===== config.mk =====
export PLATFORM = sky130hd
export DESIGN_NAME = sub_seq_flat
export DESIGN_NICKNAME = d
export VERILOG_FILES = /design/src/rtl/sub_seq_if.sv /design/src/rtl/sub_seq.sv /design/src/flat_wrapper.sv
export SDC_FILE = /design/constraint.sdc
export NUM_CORES = 1
export LEC_CHECK = 0
export BUFFER_PORTS_ARGS = -buffer_cell sky130_fd_sc_hd__clkbuf_2
export CORE_AREA = 2 2 93 95
export CTS_BUF_LIST = sky130_fd_sc_hd__clkbuf_8
export DETAILED_ROUTE_END_ITERATION = 12
export DIE_AREA = 0 0 95 97
export PLACE_DENSITY = 0.44
export SETUP_SLACK_MARGIN = 0.05
export SYNTH_ARGS = -nofsm -noshare
export SYNTH_HDL_FRONTEND = slang
export SYNTH_SLANG_ARGS = --single-unit

===== constraint.sdc =====
create_clock -name clk -period 6.1 [get_ports clk]
set_clock_uncertainty 0.15 [all_clocks]
set_input_delay 0.305 -clock clk [delete_from_list [all_inputs] [get_ports clk]]
set_output_delay 0.305 -clock clk [all_outputs]
set_load 0.01 [all_outputs]

===== src/rtl/sub_seq_if.sv =====
// sub_seq_if: operand/handshake/result bundle for the sequential subtractor.
//   master : drives a, b, bin, start; observes busy, done, diff, bout, ovf, zero
//   slave  : the subtractor side (sub_seq)
// Parameter N is the operand/result width and must match the attached sub_seq.
interface sub_seq_if #(
    parameter int N = 8
);
    logic [N-1:0] a;      // minuend
    logic [N-1:0] b;      // subtrahend
    logic         bin;    // borrow-in
    logic         start;  // request, accepted only when idle
    logic         busy;   // high while chunks are being processed
    logic         done;   // one-cycle pulse when results update
    logic [N-1:0] diff;   // registered result
    logic         bout;   // borrow-out (a < b + bin, unsigned)
    logic         ovf;    // two's-complement overflow of a - b - bin
    logic         zero;   // diff == 0

    modport master (
        output a, b, bin, start,
        input  busy, done, diff, bout, ovf, zero
    );

    modport slave (
        input  a, b, bin, start,
        output busy, done, diff, bout, ovf, zero
    );
endinterface


===== src/rtl/sub_seq.sv =====
// sub_seq: multi-cycle subtractor computing diff = a - b - bin, K bits per clock.
//
// Ports:
//   clk    - rising-edge system clock
//   rst_n  - asynchronous active-low reset
//   bus    - sub_seq_if.slave: a, b, bin, start in; busy, done, diff, bout,
//            ovf, zero out (all outputs registered)
//
// Parameters:
//   N - operand/result width
//   K - bits processed per clock; K must divide N, 1 <= K <= N
//
// Optional build macro:
//   SUB_SAT_EN - when defined, a final borrow clamps diff to zero (unsigned
//                saturation); bout/ovf still describe the raw result.
//
// Operation: the accepting edge (start high in IDLE) captures the operands and
// seeds the chunk carry with ~bin. Each RUN edge adds a_i + ~b_i + carry for one
// K-bit chunk, least significant chunk first. The edge that finishes the last
// chunk loads the outputs and enters DONE for a single cycle.
module sub_seq #(
    parameter int N = 8,
    parameter int K = 2
) (
    input  logic      clk,
    input  logic      rst_n,
    sub_seq_if.slave  bus
);

    localparam int CHUNKS = N / K;
    localparam int CW     = (CHUNKS > 1) ? $clog2(CHUNKS) : 1;
    localparam logic [CW-1:0] LAST = CW'(CHUNKS - 1);

    typedef enum logic [1:0] {
        IDLE = 2'd0,
        RUN  = 2'd1,
        DONE = 2'd2
    } state_t;

    state_t        state_r;
    state_t        state_s;

    // Captured operands and running result
    logic [N-1:0]  a_r;
    logic [N-1:0]  b_r;
    logic [N-1:0]  work_r;
    logic          carry_r;
    logic [CW-1:0] cnt_r;

    // Registered outputs
    logic          busy_r;
    logic          done_r;
    logic [N-1:0]  diff_r;
    logic          bout_r;
    logic          ovf_r;
    logic          zero_r;

    // Control strobes from the FSM
    logic          accept_s;
    logic          step_s;
    logic          load_s;
    logic          last_s;

    // Chunk datapath
    logic [31:0]   base_s;
    logic [K-1:0]  a_chunk_s;
    logic [K-1:0]  b_chunk_s;
    logic [K:0]    sum_s;
    logic          c_s;
    logic [N-1:0]  raw_s;
    logic [N-1:0]  diff_next_s;

    // One K-bit slice of a - b as a + ~b + carry; MSB of the result is carry out.
    function automatic logic [K:0] chunk_sub(
        input logic [K-1:0] x,
        input logic [K-1:0] y,
        input logic         cin
    );
        chunk_sub = {1'b0, x} + {1'b0, ~y} + {{K{1'b0}}, cin};
    endfunction

    // State register.
    always_ff @(posedge clk or negedge rst_n) begin
        if (!rst_n) begin
            state_r <= IDLE;
        end else begin
            state_r <= state_s;
        end
    end

    // Next-state logic and per-state control strobes.
    always_comb begin
        state_s  = state_r;
        accept_s = 1'b0;
        step_s   = 1'b0;
        load_s   = 1'b0;
        case (state_r)
            IDLE: begin
                if (bus.start) begin
                    state_s  = RUN;
                    accept_s = 1'b1;
                end else begin
                    state_s  = IDLE;
                end
            end
            RUN: begin
                step_s = 1'b1;
                if (last_s) begin
                    state_s = DONE;
                    load_s  = 1'b1;
                end else begin
                    state_s = RUN;
                end
            end
            DONE: begin
                // start is deliberately not looked at here: no queuing.
                state_s = IDLE;
            end
            default: begin
                state_s = IDLE;
            end
        endcase
    end

    // Current chunk arithmetic and the result as it will look after this edge.
    always_comb begin
        last_s    = (cnt_r == LAST);
        base_s    = 32'(cnt_r) * 32'(K);
        a_chunk_s = a_r[base_s +: K];
        b_chunk_s = b_r[base_s +: K];
        sum_s     = chunk_sub(a_chunk_s, b_chunk_s, carry_r);
        c_s       = sum_s[K];
        raw_s     = work_r;
        raw_s[base_s +: K] = sum_s[K-1:0];
`ifdef SUB_SAT_EN
        // No carry out of the top chunk means a final borrow: clamp to zero.
        if (!c_s) begin
            diff_next_s = {N{1'b0}};
        end else begin
            diff_next_s = raw_s;
        end
`else
        diff_next_s = raw_s;
`endif
    end

    // Operand capture, chunk stepping and output loading.
    always_ff @(posedge clk or negedge rst_n) begin
        if (!rst_n) begin
            a_r     <= {N{1'b0}};
            b_r     <= {N{1'b0}};
            work_r  <= {N{1'b0}};
            carry_r <= 1'b0;
            cnt_r   <= {CW{1'b0}};
            busy_r  <= 1'b0;
            done_r  <= 1'b0;
            diff_r  <= {N{1'b0}};
            bout_r  <= 1'b0;
            ovf_r   <= 1'b0;
            zero_r  <= 1'b0;
        end else begin
            if (accept_s) begin
                a_r     <= bus.a;
                b_r     <= bus.b;
                carry_r <= ~bus.bin;
                cnt_r   <= {CW{1'b0}};
                work_r  <= {N{1'b0}};
            end else if (step_s) begin
                work_r  <= raw_s;
                carry_r <= c_s;
                // Counter returns to zero only on the way into DONE.
                cnt_r   <= last_s ? {CW{1'b0}} : (cnt_r + CW'(1));
            end else begin
                work_r  <= work_r;
            end

            busy_r <= (state_s == RUN);
            done_r <= load_s;

            if (load_s) begin
                diff_r <= diff_next_s;
                bout_r <= ~c_s;
                // Overflow uses the raw result even when saturation is built in.
                ovf_r  <= (a_r[N-1] != b_r[N-1]) && (raw_s[N-1] != a_r[N-1]);
                zero_r <= (diff_next_s == {N{1'b0}});
            end else begin
                diff_r <= diff_r;
            end
        end
    end

    assign bus.busy = busy_r;
    assign bus.done = done_r;
    assign bus.diff = diff_r;
    assign bus.bout = bout_r;
    assign bus.ovf  = ovf_r;
    assign bus.zero = zero_r;

endmodule


===== src/flat_wrapper.sv =====
// flat-port wrapper written by rule: the top's interface ports become plain ports
module sub_seq_flat 
#(
    parameter int N = 8,
    parameter int K = 2
)
  (clk, rst_n, bus_a, bus_b, bus_bin, bus_start, bus_busy, bus_done, bus_diff, bus_bout, bus_ovf, bus_zero);
  sub_seq_if #(.N(N)) bus_i ();
  input  logic clk;
  input  logic rst_n;
  input wire logic [$bits(bus_i.a)-1:0] bus_a;
  input wire logic [$bits(bus_i.b)-1:0] bus_b;
  input wire logic [$bits(bus_i.bin)-1:0] bus_bin;
  input wire logic [$bits(bus_i.start)-1:0] bus_start;
  output wire logic [$bits(bus_i.busy)-1:0] bus_busy;
  output wire logic [$bits(bus_i.done)-1:0] bus_done;
  output wire logic [$bits(bus_i.diff)-1:0] bus_diff;
  output wire logic [$bits(bus_i.bout)-1:0] bus_bout;
  output wire logic [$bits(bus_i.ovf)-1:0] bus_ovf;
  output wire logic [$bits(bus_i.zero)-1:0] bus_zero;
  assign bus_i.a = bus_a;
  assign bus_i.b = bus_b;
  assign bus_i.bin = bus_bin;
  assign bus_i.start = bus_start;
  assign bus_busy = bus_i.busy;
  assign bus_done = bus_i.done;
  assign bus_diff = bus_i.diff;
  assign bus_bout = bus_i.bout;
  assign bus_ovf = bus_i.ovf;
  assign bus_zero = bus_i.zero;
  sub_seq #(.N(N), .K(K)) u_core (.clk(clk), .rst_n(rst_n), .bus(bus_i));
endmodule

==> results.json <==
{
  "run_status": "finished, final reports clean",
  "post_synth_inst_count": 178,
  "die-area_mm2": 0.00922,
  "post_synthesis_sequential_area_ratio": 0.522,
  "share_of_cells_above_drive_strength_1": 0.283,
  "holdCritPathClass": "input pin to asynchronous set/reset pin",
  "post_dp_cell_area_mm2": 0.00226,
  "htree_levels": 2,
  "tightestPinTransition_ns": 1.07,
  "clk_latency_worst_skew_pair_ns": 0.30,
  "post_cts.repair.setup_buffers": 0,
  "route.antenna.remaining_nets": 0,
  "final_setup_violations": 0,
  "floorplan.core_area_mm2": 0.00813,
  "fin_nets": 239,
  "synth_fp_nets": 206,
  "worst-r2r-setup-slack_ns": 2.69,
  "detailroute.via_count": 1405,
  "cts_repair_resize_count": 0,
  "finalHoldViolations": 0,
  "number_of_unique_standard_cell_types_used_by_synthesis": 34,
  "floorplan.initialDensity": 0.248,
  "setup_repair_after_global_routing_missed_its_margin": "no",
  "syn_area_per_cell_um2": 11.3,
  "grt_pass1_wl_um": 7160,
  "mappedNetlistArea_mm2": 0.00201,
  "floorplan.rows": 33,
  "critPathRequiredTime_ns": 6.19,
  "cts_max_path_buffers": 2,
  "maximum_number_of_pins_on_one_net_before_global_route_repair": 43,
  "drv.max_cap_violation_count": 0,
  "finalPower_mw": 1.38,
  "timing.critical_path.to_type": "flop",
  "vias_per_cell": 4.43,
  "overflow": 0,
  "number_of_synthesis_warnings": 0,
  "cts.reportedPaths.clkPinSlew_ns": 0.09,
  "critical_path.startpoint_type": "flop",
  "tritoncts": "built",
  "detailed_routing_iteration_count_for_the_pre_antenna_repair_pass": 4,
  "final-max-slew-violation-count": 0,
  "cts_made_buffers": 5,
  "critPathKind": "flop to flop",
  "crit_path_max_fo": 18,
  "io_pins": 33,
  "detailedPlacementHpwl_um": 3010,
  "achievable-frequency_mhz": 293,
  "cts_hold_repair.buffers": 0,
  "mostFrequentLayoutCells": "sky130_fd_sc_hd__dfrtp_1, sky130_fd_sc_hd__clkbuf_2, sky130_fd_sc_hd__nand2_1",
  "finalWeightedCongestion": 0.783,
  "fin_crit_sh": 0.560,
  "io_buffer_count": 32,
  "remaining_drc_errors": 0,
  "whs_ns": 0.0355,
  "irDropWorstVdd_mv": 0.123,
  "routed_wl_per_cell_um": 13.2,
  "grtUsageTotal": 0.100,
  "power_leakage_nw": 1.09,
  "layout_commonest_cell": "sky130_fd_sc_hd__dfrtp_1",
  "clock_tree.root_cell": "sky130_fd_sc_hd__clkbuf_8",
  "die-width_um": 95,
  "postSynthRegisterBits": 42,
  "antennaDiodeCount": 0,
  "grt_pass1_vias": 1485,
  "worst_path_arrival_ns": 3.50,
  "postRouteWirelength_um": 4200,
  "finalSetupTns_ns": 0,
  "tmin_final_ns": 3.41,
  "area.growth.synth_to_final_pct": 18.1,
  "die-height_um": 97,
  "power_density_mw_per_mm2": 582,
  "detail_route.iter0.violations": 47,
  "grt_antenna_before_repair": 0,
  "clock-sinks": 42,
  "final_design_area_no_fill_mm2": 0.00238,
  "slew_headroom": 0.285
}
critical path, stage by stage, from the launching register on:
cell and delay [ns]:
sky130_fd_sc_hd__dfrtp_1 0.79, sky130_fd_sc_hd__mux4_2 0.61, sky130_fd_sc_hd__fa_1 0.40, sky130_fd_sc_hd__inv_1 0.08, sky130_fd_sc_hd__fa_1 0.45, sky130_fd_sc_hd__inv_1 0.11, sky130_fd_sc_hd__a2111oi_0 0.11, sky130_fd_sc_hd__a2111oi_0 0.46
sky130_fd_sc_hd__a22o_1 0.19
where the power goes:
part / leakage (nW) / internal [mW] / switching, mW
sequential: 0.527 / 0.408 / 0.105
combinational: 0.510 / 0.289 / 0.356
clock: 0.0504 / 0.122 / 0.104
Yosys cell counts:
cell	n	area, um^2
sky130_fd_sc_hd__dfrtp_1	42	1050
sky130_fd_sc_hd__nand2_1	20	75.1
sky130_fd_sc_hd__o21ai_0	18	90.1
sky130_fd_sc_hd__mux2_2	16	180
sky130_fd_sc_hd__nor2_1	14	52.6
sky130_fd_sc_hd__inv_1	12	45.0
sky130_fd_sc_hd__ha_1	6	75.1
sky130_fd_sc_hd__nor2b_1	6	37.5
sky130_fd_sc_hd__a31oi_1	5	31.3
sky130_fd_sc_hd__a21oi_1	3	15.0
sky130_fd_sc_hd__and2b_1	3	22.5
sky130_fd_sc_hd__mux4_2	3	67.6
sky130_fd_sc_hd__a2111oi_0	2	17.5
sky130_fd_sc_hd__a221oi_1	2	17.5
sky130_fd_sc_hd__a41oi_1	2	17.5
sky130_fd_sc_hd__buf_2	2	10.0
sky130_fd_sc_hd__buf_4	2	15.0
sky130_fd_sc_hd__fa_1	2	40.0
sky130_fd_sc_hd__nand2b_1	2	12.5
sky130_fd_sc_hd__nand3b_1	2	15.0
sky130_fd_sc_hd__a21o_1	1	7.51
sky130_fd_sc_hd__a22o_1	1	8.76
sky130_fd_sc_hd__a22oi_1	1	7.51
sky130_fd_sc_hd__buf_6	1	11.3
sky130_fd_sc_hd__clkbuf_1	1	3.75
sky130_fd_sc_hd__mux2i_1	1	10.0
sky130_fd_sc_hd__mux4_1	1	26.3
sky130_fd_sc_hd__nor2_2	1	6.26
sky130_fd_sc_hd__nor3_1	1	5.00
sky130_fd_sc_hd__o21bai_1	1	7.51
sky130_fd_sc_hd__o22a_1	1	8.76
sky130_fd_sc_hd__o22ai_1	1	6.26
sky130_fd_sc_hd__o31ai_1	1	7.51
sky130_fd_sc_hd__or3b_1	1	8.76
stage by stage:
step	cells	util	setup WS, ns
after global placement	309	0.278	2.78
after global routing	317	0.292	2.45
after CTS	317	0.292	2.65
final	317	0.292	2.69
after floorplan	178	-	3.06
after detailed placement	309	0.278	2.68
logic make-up after synthesis:
family	Yosys count	share of synthesized area
compound gates	39	0.121
fa+ha+maj	8	0.0572
buf+inv	18	0.0423
flops	42	0.522
mux	21	0.141
simple gates	50	0.117
layer usage:
metal / global-route usage / vias up / wire length, um / share of wire
met5: 0 / - / 0 / 0
li1: - / 689 / - / -
met2: 0.154 / 22 / 1960 / 0.47
met3: 0.0234 / 8 / 122 / 0.029
met4: 0.0401 / 0 / 74 / 0.018
met1: 0.135 / 686 / 2040 / 0.49
flip-flops by register name, indices dropped and copies added, names as in the netlist:
register,count
u_core.a_r,8
u_core.b_r,8
u_core.bus.diff,8
u_core.work_r,8
u_core.cnt_r,2
u_core.state_r,2
u_core.bus.bout,1
u_core.bus.busy,1
u_core.bus.done,1
u_core.bus.ovf,1
u_core.bus.zero,1
u_core.carry_r,1
worst paths after layout:
kind	startpoint	endpoint	depth (start not counted)
worst max-delay path	u_core.cnt_r[0]	u_core.bus.zero	8
worst min-delay path	rst_n	u_core.b_r[4]	1
worst max register to register	u_core.cnt_r[0]	u_core.bus.zero	8
worst min register to register	u_core.bus.diff[6]	u_core.bus.diff[6]	2
max in group asynchronous	rst_n	u_core.bus.diff[5]	1
min in group clk	bus_b[4]	u_core.b_r[4]	2
final cells by class:
type,instances,area [um^2]
Fill cell,846,5760
Sequential cell,42,1050
Multi-Input combinational cell,118,877
Timing Repair Buffer,32,160
Tap cell,105,131
Clock buffer,5,68.8
Clock inverter,3,45.0
Inverter,12,45.0
No activity file was read; power rests on OpenSTA's default activity.
